[src/rtl/dim_query_serializer.sv]
// Parallel-to-serial transmitter; bit order and terminal count come from array queries.
// Optional even-parity trailer beat: define DIM_QUERY_SERIALIZER_PARITY_EN.
module dim_query_serializer #(
  parameter int WIDTH     = 6,
  parameter int ASCENDING = 0
) (
  input  logic                     clk,
  input  logic                     rst_n,
  input  logic                     in_valid,
  output logic                     in_ready,
  input  logic [WIDTH-1:0]         in_data,
  output logic                     ser_valid,
  input  logic                     ser_ready,
  output logic                     ser_out,
  output logic [$clog2(WIDTH)-1:0] ser_index,
  output logic                     ser_last
);

  localparam int IW = $clog2(WIDTH);
`ifdef DIM_QUERY_SERIALIZER_PARITY_EN
  localparam int CW = $clog2(WIDTH + 1);
`else
  localparam int CW = $clog2(WIDTH);
`endif

  typedef enum logic {
    S_IDLE,
    S_SEND
  } state_t;

  state_t r_state;

  logic [((ASCENDING != 0) ? 0 : WIDTH-1) :
         ((ASCENDING != 0) ? WIDTH-1 : 0)] r_shreg;

  logic [CW-1:0] r_cnt;
  logic [CW-1:0] w_cnt_nxt;
  logic [IW-1:0] r_idx;
  logic [IW-1:0] w_idx_nxt;
  logic          r_out;
  logic          r_valid;
  logic          r_last;
  logic          w_term;
  logic          w_nxt_last;

  assign in_ready  = (r_state == S_IDLE);
  assign ser_valid = r_valid;
  assign ser_out   = r_out;
  assign ser_index = r_idx;
  assign ser_last  = r_last;

  always_comb begin
    w_cnt_nxt  = r_cnt + CW'(1);
    w_term     = 1'b0;
    w_nxt_last = 1'b0;
`ifdef DIM_QUERY_SERIALIZER_PARITY_EN
    case (r_cnt)
      CW'($size(r_shreg)): w_term = 1'b1;
      default: ;
    endcase
    case (w_cnt_nxt)
      CW'($size(r_shreg)): w_nxt_last = 1'b1;
      default: ;
    endcase
`else
    case (r_cnt)
      CW'($size(r_shreg)-1): w_term = 1'b1;
      default: ;
    endcase
    case (w_cnt_nxt)
      CW'($size(r_shreg)-1): w_nxt_last = 1'b1;
      default: ;
    endcase
`endif
    // Walk from $left toward $right whatever the declared direction.
    if ($left(r_shreg) > $right(r_shreg)) begin
      w_idx_nxt = r_idx - IW'(1);
    end else begin
      w_idx_nxt = r_idx + IW'(1);
    end
  end

  always_ff @(posedge clk or negedge rst_n) begin
    if (!rst_n) begin
      r_state <= S_IDLE;
      r_shreg <= '0;
      r_cnt   <= '0;
      r_idx   <= '0;
      r_out   <= 1'b0;
      r_valid <= 1'b0;
      r_last  <= 1'b0;
    end else begin
      case (r_state)
        S_IDLE: begin
          if (in_valid) begin
            r_state <= S_SEND;
            r_shreg <= in_data;
            r_cnt   <= '0;
            r_idx   <= IW'($left(r_shreg));
            r_out   <= in_data[$left(in_data)];
            r_valid <= 1'b1;
            r_last  <= 1'b0;
          end
        end
        S_SEND: begin
          if (ser_ready) begin
            if (w_term) begin
              r_state <= S_IDLE;
              r_valid <= 1'b0;
              r_last  <= 1'b0;
            end else begin
              r_cnt  <= w_cnt_nxt;
              r_last <= w_nxt_last;
`ifdef DIM_QUERY_SERIALIZER_PARITY_EN
              if (w_nxt_last) begin
                r_idx <= '0;
                r_out <= ^r_shreg;
              end else begin
                r_idx <= w_idx_nxt;
                r_out <= r_shreg[w_idx_nxt];
              end
`else
              r_idx <= w_idx_nxt;
              r_out <= r_shreg[w_idx_nxt];
`endif
            end
          end
        end
        default: begin
          r_state <= S_IDLE;
          r_valid <= 1'b0;
        end
      endcase
    end
  end

endmodule

[config.mk]
export PLATFORM = sky130hd
export DESIGN_NAME = dim_query_serializer
export DESIGN_NICKNAME = d
export VERILOG_FILES = /design/src/rtl/dim_query_serializer.sv
export SDC_FILE = /design/constraint.sdc
export NUM_CORES = 1
export LEC_CHECK = 0
export BUFFER_PORTS_ARGS = -buffer_cell sky130_fd_sc_hd__buf_2
export CORE_AREA = 2 2 46 48
export DETAILED_ROUTE_END_ITERATION = 8
export DIE_AREA = 0 0 48 50
export PLACE_DENSITY = 0.65
export SYNTH_ARGS = -nofsm -noshare
export SYNTH_HDL_FRONTEND = slang
export SYNTH_SLANG_ARGS = --single-unit
[constraint.sdc]
create_clock -name clk -period 4.35 [get_ports clk]
set_clock_uncertainty 0.15 [all_clocks]
set_input_delay 0.6525 -clock clk [delete_from_list [all_inputs] [get_ports clk]]
set_output_delay 0.6525 -clock clk [all_outputs]
set_load 0.01 [all_outputs]
==> out/metrics.cfg <==
[run_status]
outcome=complete, no violations

[synthesis]
syn_nets=104
ys_seq_area_share_pct=49.1
synth_commonest_cells=nand2_1 (24), dfrtp_1 (16), inv_1 (8), a21oi_1 (7)
ys.warnings.count=0
ys_types=25
synth_top_area_share_pct=49.1
synthTopCellsByArea=dfrtp_1 (49%), nand2_1 (11%), ha_1 (6.1%), a21oi_1 (4.3%), inv_1 (3.7%)
syn_area_per_cell_um2=9.06
synth-seq-cells=16
yosysTopAreaCell=dfrtp_1
synth-edff-count=0
syn_area_um2=816
syn-instance-count=90
post-synth-top-count-cell=nand2_1
synth_ff_type=dfrtp_1
synthArstFlopShare_pct=100

[cts]
cts_buffers=3
cts_setup_buffers=0
htreeDepth=1
path_clk_slew_ns=0.09
insertion_delay_ns=0.28
clockRootBuffer=clkbuf_4
cts_resized=0
ctsLongestPathBuffers=2
cts_tree=done
numClockSinks=16
cts_hold_buf=0

[die]
fp.dieW_um=48
core_area_um2=1900
fp.dieArea_um2=2400
io_pins=17
rows=16
die_height_um=50
start_util_pct=42.9

[finish]
final_layout_size_suffix_gt1_share_pct=22.2
nets=124
postLayoutCoreUtil_pct=49.7
area_growth_pct=15.8
n_antenna_cell=0

[timing]
maxClockFrequency_mhz=526
tns_ns=0
slew_headroom_pct=75.5
final.min_clock_period_ns=1.90
tightest_slew_ns=0.366
slew_viol_final=0
fin_crit_sh_pct=43.7
finalSetupViolCount=0
grt_setup_unrepaired=false
hold_ws_ns=0.111
hold_violations=0

[grt]
grt_pass1_vias=682
grt_pass1_wl_mm=2.84
gr-max-usage-layer=met2
grt_usage_pct=16.3
use_met2_pct=25.3
grt_overflow=0
grt_max_degree=17
met1_usage_pct=21.8
antenna_found_initial=0
use_met3_pct=3.30

[drt]
ant_nets=0
drt-initial-drc-count=12
post_drt_via_cell_ratio=4.97
vias=671
routedWlPerCell_um=11.9
wl_mm=1.61
post-route-drc-count=0
first_pass_iters=4

[power_and_ir_drop]
power_density_nw_per_um2=716
leakage_uw=0.000482
vdd_drop_max_v=0.000318

[place]
gp_congestion=0.750
hpwl_mm=1.22
numPortBuffers=16

[setup_path]
cp.required_ns=3.55
r2r_cells=5
cp-end-kind=output pin
slowest_delay_ns=0.57
cp_data_arrival_time_ns=1.10
startpoint_type=flop
cp_max_fo=9
cp_slowest_cell=dfrtp_1
path_cells=inv_2 > buf_2
crit_type=flop to output pin

[job]
maxCapViolations=0

[min_path]
worstHoldPathType=input pin to asynchronous set/reset pin

[per-stage QoR]
stage / power, uW / cell area [um2] / cells / setup WS, ns
floorplan: 516 / 816 / 90 / 2.71
CTS: 686 / 945 / 135 / 2.44
global placement: 594 / 922 / 132 / 2.66
finish: 677 / 945 / 135 / 2.45
global route: 748 / 945 / 135 / 2.37
detailed placement: 607 / 922 / 132 / 2.63
[layout make-up]
| cell class | instances | area [um2] |
|---|---|---|
| repair buffers | 16 | 80.1 |
| fillers | 193 | 957 |
| well taps | 27 | 33.8 |
| inverters | 9 | 33.8 |
| flip-flops and latches | 16 | 400 |
| clock buffers | 3 | 22.5 |
| multi-input cells | 64 | 374 |
[per-layer routing]
layer,share of wire (%),wire length [um]
met5,0,0
met4,1.2,19
met3,4.8,78
met2,48,771
met1,46,740
[kinds of logic (layout without fill, tap and decap cells)]
group / Yosys count / count (layout) / share of synthesized area (%)
and+or+nand+nor: 38 / 38 / 19.6
adders and majority gates: 4 / 4 / 6.14
DFF: 16 / 16 / 49.1
xor gates and xnor gates: 1 / 1 / 1.07
muxes: 2 / 2 / 3.99
AOI/OAI and AO/OA: 19 / 19 / 15.0
buffers and inverters: 10 / 28 / 5.06
[state kept, by name (all words and copies together), names as in the netlist]
register / cells
r_state: 1
ser_index: 3
ser_out: 1
ser_last: 1
ser_valid: 1
r_cnt: 3
r_shreg: 6
[critical path, delay by kind of cell (launching register included)]
kind     cells  cell delay, ns
flops        1            0.57
buf+inv      2            0.25
[final timing paths]
check                                              start  slack (ns)                endpoint
worst max-delay path                   r_state$_DFF_PN0_        2.45                in_ready
worst min-delay path                               rst_n        0.11    r_cnt[2]$_DFFE_PN0P_
worst max register to register  ser_index[0]$_DFFE_PN0P_        2.64     ser_out$_DFFE_PN0P_
worst min register to register    r_shreg[1]$_DFFE_PN0P_        0.33  r_shreg[1]$_DFFE_PN0P_
max in group asynchronous                          rst_n        3.67       r_state$_DFF_PN0_
min in group clk                  r_shreg[1]$_DFFE_PN0P_        0.33  r_shreg[1]$_DFFE_PN0P_
[cell usage in the layout, fill, tap and decap left out, types with 2 or more instances in the layout]
| cell | synthesis | final |
|---|---|---|
| ha_1 | 4 | 4 |
| inv_1 | 8 | 8 |
| o21ai_0 | 2 | 2 |
| buf_2 | 0 | 16 |
| clkbuf_4 | 0 | 3 |
| dfrtp_1 | 16 | 16 |
| nor2_1 | 4 | 4 |
| nand3_1 | 3 | 3 |
| a21oi_1 | 7 | 7 |
| o31ai_1 | 2 | 2 |
| nand2_1 | 24 | 24 |
| o21ai_1 | 2 | 2 |
| nor3_1 | 4 | 4 |
[power breakdown]
group	leakage, uW	internal (uW)	switching, uW	total [uW]
registers	0.000196	219	69.8	289
clock network	0.0000138	32.2	45.1	77.2
logic	0.000272	140	171	311
total	0.000482	391	286	677
Note: power is estimated with default switching activity, not from simulation.
